## src/rtl/hilo_mdu.sv

```systemverilog
// HI/LO multiply/divide unit: single-cycle-latency multiply, radix-2
// restoring divide, MTHI/MTLO pass-through onto the HI/LO bypass bus.
module hilo_mdu #(
    parameter int DIV_ITER = 32
) (
    input  logic        clk,
    input  logic        resetn,
    input  logic        flush,
    input  logic        start,
    input  logic [5:0]  op,
    input  logic [31:0] src_a,
    input  logic [31:0] src_b,
    output logic        stall_req,
    output logic [65:0] hilo_bus
);

    typedef enum logic [1:0] {IDLE, MUL, DIV_BUSY, DONE} state_t;

    state_t      state;
    logic [5:0]  cnt;
    logic [63:0] prod;
    logic [31:0] quot;
    logic [31:0] rem;
    logic [31:0] dvsr;
    logic        q_neg;
    logic        r_neg;
    logic        dz;

    logic        op_ok;
    logic        launch;
    logic [63:0] ext_a;
    logic [63:0] ext_b;
    logic [31:0] a_abs;
    logic [31:0] b_abs;
    logic [32:0] shifted;
    logic [32:0] diff;
    logic [31:0] quot_s;
    logic [31:0] rem_s;

    assign op_ok  = (op != 6'd0) && ((op & (op - 6'd1)) == 6'd0);
    assign launch = resetn && !flush && start && (state == IDLE) && op_ok;

    // Sign-extending for MULT lets one 64-bit multiplier serve both forms.
    assign ext_a = {{32{op[0] & src_a[31]}}, src_a};
    assign ext_b = {{32{op[0] & src_b[31]}}, src_b};

    assign a_abs = (op[2] && src_a[31]) ? -src_a : src_a;
    assign b_abs = (op[2] && src_b[31]) ? -src_b : src_b;

    assign shifted = {rem, quot[31]};
    assign diff    = shifted - {1'b0, dvsr};

    assign quot_s = dz ? 32'hFFFF_FFFF : (q_neg ? -quot : quot);
    assign rem_s  = r_neg ? -rem : rem;

    always_ff @(posedge clk or negedge resetn) begin
        if (!resetn) begin
            state <= IDLE;
            cnt   <= 6'd0;
            prod  <= 64'd0;
            quot  <= 32'd0;
            rem   <= 32'd0;
            dvsr  <= 32'd0;
            q_neg <= 1'b0;
            r_neg <= 1'b0;
            dz    <= 1'b0;
        end else if (flush) begin
            state <= IDLE;
            cnt   <= 6'd0;
        end else begin
            case (state)
                IDLE: begin
                    if (launch) begin
                        unique case (1'b1)
                            op[0], op[1]: begin
                                prod  <= ext_a * ext_b;
                                state <= MUL;
                            end
                            op[2], op[3]: begin
                                quot  <= a_abs;
                                rem   <= 32'd0;
                                dvsr  <= b_abs;
                                q_neg <= op[2] & (src_a[31] ^ src_b[31]);
                                r_neg <= op[2] & src_a[31];
                                dz    <= (src_b == 32'd0);
                                cnt   <= 6'd0;
                                state <= DIV_BUSY;
                            end
                            default: ;
                        endcase
                    end
                end
                MUL: state <= IDLE;
                DIV_BUSY: begin
                    if (!diff[32]) begin
                        rem  <= diff[31:0];
                        quot <= {quot[30:0], 1'b1};
                    end else begin
                        rem  <= shifted[31:0];
                        quot <= {quot[30:0], 1'b0};
                    end
                    if (cnt == 6'(DIV_ITER - 1)) begin
                        state <= DONE;
                    end else begin
                        cnt <= cnt + 6'd1;
                    end
                end
                DONE: state <= IDLE;
                default: state <= IDLE;
            endcase
        end
    end

    always_comb begin
        stall_req = 1'b0;
        hilo_bus  = 66'd0;
        if (resetn && !flush) begin
            case (state)
                IDLE: begin
                    if (start && op_ok) begin
                        unique case (1'b1)
                            op[5]: hilo_bus = {2'b10, src_a, 32'd0};
                            op[4]: hilo_bus = {2'b01, 32'd0, src_a};
                            default: stall_req = 1'b1;
                        endcase
                    end
                end
                MUL:      hilo_bus  = {2'b11, prod};
                DIV_BUSY: stall_req = 1'b1;
                DONE:     hilo_bus  = {2'b11, rem_s, quot_s};
                default: ;
            endcase
        end
    end

endmodule

```

## config.mk

```make
export PLATFORM = sky130hd
export DESIGN_NAME = hilo_mdu
export DESIGN_NICKNAME = d
export VERILOG_FILES = /design/src/rtl/hilo_mdu.sv
export SDC_FILE = /design/constraint.sdc
export NUM_CORES = 2
export LEC_CHECK = 0
export ABC_AREA = 1
export BUFFER_PORTS_ARGS = -buffer_cell sky130_fd_sc_hd__buf_2
export CORE_AREA = 2 2 334 336
export DETAILED_ROUTE_END_ITERATION = 7
export DIE_AREA = 0 0 336 338
export PLACE_DENSITY = 0.71
export REMOVE_ABC_BUFFERS = 1
export SETUP_SLACK_MARGIN = 0.15
export SLEW_MARGIN = 10
export SYNTH_ARGS = -nofsm -noshare
export SYNTH_HDL_FRONTEND = slang
export SYNTH_SLANG_ARGS = --single-unit
```

## constraint.sdc

```tcl
create_clock -name clk -period 2.5 [get_ports clk]
set_input_delay 0.375 -clock clk [delete_from_list [all_inputs] [get_ports clk]]
set_output_delay 0.375 -clock clk [all_outputs]
set_load 0.01 [all_outputs]
```

==> results <==
- The beginning of the worst register-to-register path is rem[9].
- The total vias in the final route is roughly 56k.
- In this run the clock root is driven by a sky130_fd_sc_hd__clkbuf_16.
- TritonCTS created 17 clock buffers.
- The clock net in this run drives a total of approximately 170 sinks.
- Measured along the y axis, the die boundary spans around 340 µm.
- For this run, global-route usage on met2 was measured as 63.0%.
- The critical path is of the in2reg type.
- Entering global routing, the biggest net connects 110 pins.
- The max-cap violation count is 0.
- The initial antenna violation count came to 3.
- The most crowded layer after global routing is met2.
- The critical path contains buffers and inverters numbering 12 combined.
- The placed wire-length estimate is 175000 µm.
- The worst-case hold slack is -51.9 ps.
- STA puts the critical path data required time at around 2900 ps.
- In this run the remaining antenna-violating nets after routing total 0.
- On the critical path the largest part of the delay comes from adder cells.
- For this run, design rule violations remaining after detail routing come to 0.
- The post-route netlist has 29.6% of its cells at a drive strength greater than 1.
- The worst-path maximum fanout is 5.
- Yosys attributes the largest share of cell area to sky130_fd_sc_hd__fa_1 41%, sky130_fd_sc_hd__nand2_1 15%, sky130_fd_sc_hd__inv_1 13%, sky130_fd_sc_hd__dfrtp_1 7.8%, sky130_fd_sc_hd__ha_1 5.7%.
- In the synthesized netlist, the number of instances is between 7k and 8k.
- The sequential share of the synthesized area is under 10%.
- The setup clock skew after layout is approximately 17 ps.
- sky130_fd_sc_hd__nand2_1 is the most common cell in the netlist.
- The number of placement rows is 122.
- The average instance area after synthesis is ~7.2 µm².
- Global routing used under 10% of the available met3 tracks.
- The arrival time at the worst endpoint is about 7000 ps.
- The clock passes through at most 2 buffers.
- Summing every instance area after synthesis gives between 50000 and 60000 µm².
- The starting DRC count in detailed routing is a little under 6k.
- The relative slew slack is about half.
- The die covers roughly 110000 µm².
- Setup repair after global routing could not meet its margin everywhere.
- Sorting the synthesized cells by how often they occur yields 2182 x sky130_fd_sc_hd__nand2_1, 1910 x sky130_fd_sc_hd__inv_1, 1126 x sky130_fd_sc_hd__fa_1.
- The average wire length per cell after detail routing is between 20 and 25 µm.
- The count of buffers inserted at the top-level ports is between 100 and 150.
- The fraction of registers with async set/reset is between 90% and 100%.
- The delay of the slowest cell on the worst path is 600 ps.
- The biggest area contributor in the post-synthesis netlist is sky130_fd_sc_hd__fa_1.
- During I/O placement, the number of pins put on the boundary was approximately 140.
- In this run, placement finished with an instance count of just under 10k.
- The least setup slack across all paths after layout is -4130 ps.
- The worst setup path is captured at a register.
- The worst setup path is launched from an input pin.
- The global-route total usage across every layer is 39.7%.
- TritonCTS built the clock tree.
- Dividing the final minimum period by the clock period gives 265%.
- The number of inserted filler cells in the final layout is about 8.7k.
- The critical path startpoint is src_b[2].
- The slowest stage of the critical path is the sky130_fd_sc_hd__fa_1 cell.
- The area of the core is ~110000 µm².
- The die is roughly 340 µm wide.
- At the placement stage, the worst setup path has a slack of -4980 ps.
- Yosys printed 0 warnings.
- After clock tree synthesis, the flow added hold-fix buffers numbering 0.
- The tightest min-delay check is of the in2async type.
- The checks that failed: hold timing, setup timing.
- The total number of H-tree levels is 4.
- The clock insertion delay at the later pin of the skew report is 520 ps.
- The initial utilization of the core area, before any placement, comes to a little under 50%.
- The count of cells in the finished layout, fillers not included, comes to between 10k and 15k.
- Clock-pin slew was measured on the worst setup and hold paths at around 90 ps.
- The first global-routing pass estimated around 340000 µm of wire.
- The max-slew violation total from the final report is 0.
- In this run, synthesis inferred 0 flip-flops with an integrated enable.
- The global-route track usage on met1 is between 50 and 60%.
- The number of global-route vias before repair is slightly below 60k.
- The routability congestion estimate from global placement is between 1 and 1.5.
- The dominant register cell in the synthesized netlist is sky130_fd_sc_hd__dfrtp_1.
- Setup violations remaining at the end of the flow were counted as ~130.
- The detailed-router iteration count before antenna repair is 6.
- The number of endpoints with negative hold slack in the final report came to 11.
- The flow ran to the end, but the final reports show violations.
- In the routed layout, each cell is associated on average with a via count of ~5.6.
- The total routed wirelength is between 200000 and 250000 µm.
- After layout, the minimum clock period comes to 6630 ps.
- The top cell type by area accounts for 41.3% of the synthesized area.
- The signed area change from the synthesized netlist to the final layout is 36.9%.
- Synthesis inferred about 170 register bits.
- The netlist uses 46 different library cells.
- After global routing the overflow that remains totals 0.
- Timing would allow up to around 150 MHz.
- The count of nets after finishing is 10.0k.
- For the pin with the worst max-slew slack, the measured transition is between 700 and 800 ps.
==> layout by cell type, fill, tap and decap left out, types with 80 or more instances in the layout <==
cell type and count:
sky130_fd_sc_hd__nand2_2 166, sky130_fd_sc_hd__nor2_1 280, sky130_fd_sc_hd__nand2_1 1906, sky130_fd_sc_hd__ha_1 151
sky130_fd_sc_hd__nor2_4 98, sky130_fd_sc_hd__buf_4 872, sky130_fd_sc_hd__buf_2 80, sky130_fd_sc_hd__inv_1 1709
sky130_fd_sc_hd__fa_1 1079, sky130_fd_sc_hd__nand3_2 87, sky130_fd_sc_hd__ha_4 95, sky130_fd_sc_hd__inv_2 187
sky130_fd_sc_hd__buf_12 134, sky130_fd_sc_hd__dfrtp_1 156, sky130_fd_sc_hd__a21oi_2 82, sky130_fd_sc_hd__nand3_1 247
sky130_fd_sc_hd__nand2_4 103, sky130_fd_sc_hd__o21ai_0 129, sky130_fd_sc_hd__buf_6 189
==> per-stage QoR <==
step / area, µm² / util, % / hold slack (ps) / TNS (ps)
6_report: 74800 / 67.9 / -51.9 / -234530
2_1_floorplan: 53300 / - / 79.4 / -321360
4_1_cts: 72600 / 66.0 / 17.5 / -220170
3_3_place_gp: 64300 / 58.4 / 461 / -267000
3_5_place_dp: 64300 / 58.4 / 466 / -272750
5_1_grt: 74800 / 67.9 / 8.78 / -249930
==> worst paths after layout <==
kind	end	slack [ps]	cells past startpoint
hold / removal	quot[7]	-50	2
setup / recovery	prod[42]	-4130	32
hold reg to reg	dvsr[27]	490	2
min in group clk	dvsr[27]	370	5
max in group asynchronous	state[1]	1460	3
setup reg to reg	rem[31]	-50	12
==> flip-flops by register name, summed over array words and instances, names as in the netlist <==
register / count
prod: 64
dvsr: 32
quot: 32
rem: 32
cnt: 6
state: 2
dz: 1
q_neg: 1
r_neg: 1
==> metal layers <==
metal	vias to the layer above	wire [µm]
li1	24000	-
met1	27400	83800
met2	3506	102000
met3	1015	25100
met4	8	17400
met5	-	51
==> area by class of cell <==
cell class | instances | area [µm²] | area share [%]
sequential | 171 | 4300 | 5.75
tap | 1488 | 1860 | 2.49
clock inverter | 14 | 128 | 0.171
antenna | 1 | 2.50 | 0.00335
clock buffer | 18 | 429 | 0.574
timing repair buffer | 1349 | 13200 | 17.7
inverter | 1916 | 7250 | 9.69
multi-input combinational | 5117 | 47600 | 63.6
==> timing repair <==
| action | CTS | global route |
|---|---|---|
| endpoints found under the hold margin | 0 | 0 |
| cloned | 24 | 3 |
| pin swaps | 520 | 302 |
| resized for setup | 1516 | 504 |
| buffers inserted | 163 | 41 |
| setup endpoints to repair | 161 | 164 |
==> logic make-up after synthesis <==
logic type,after synthesis,share of synthesized area [%]
buf+inv,2269,15.7
simple gates,3141,23.1
xor+xnor,75,1.20
flops,171,7.83
compound gates,525,5.15
fa+ha+maj,1376,47.0
Power is left out: the tool's default activity adds up to more than one toggle a clock period on the data nets, which glitch-free logic cannot reach.
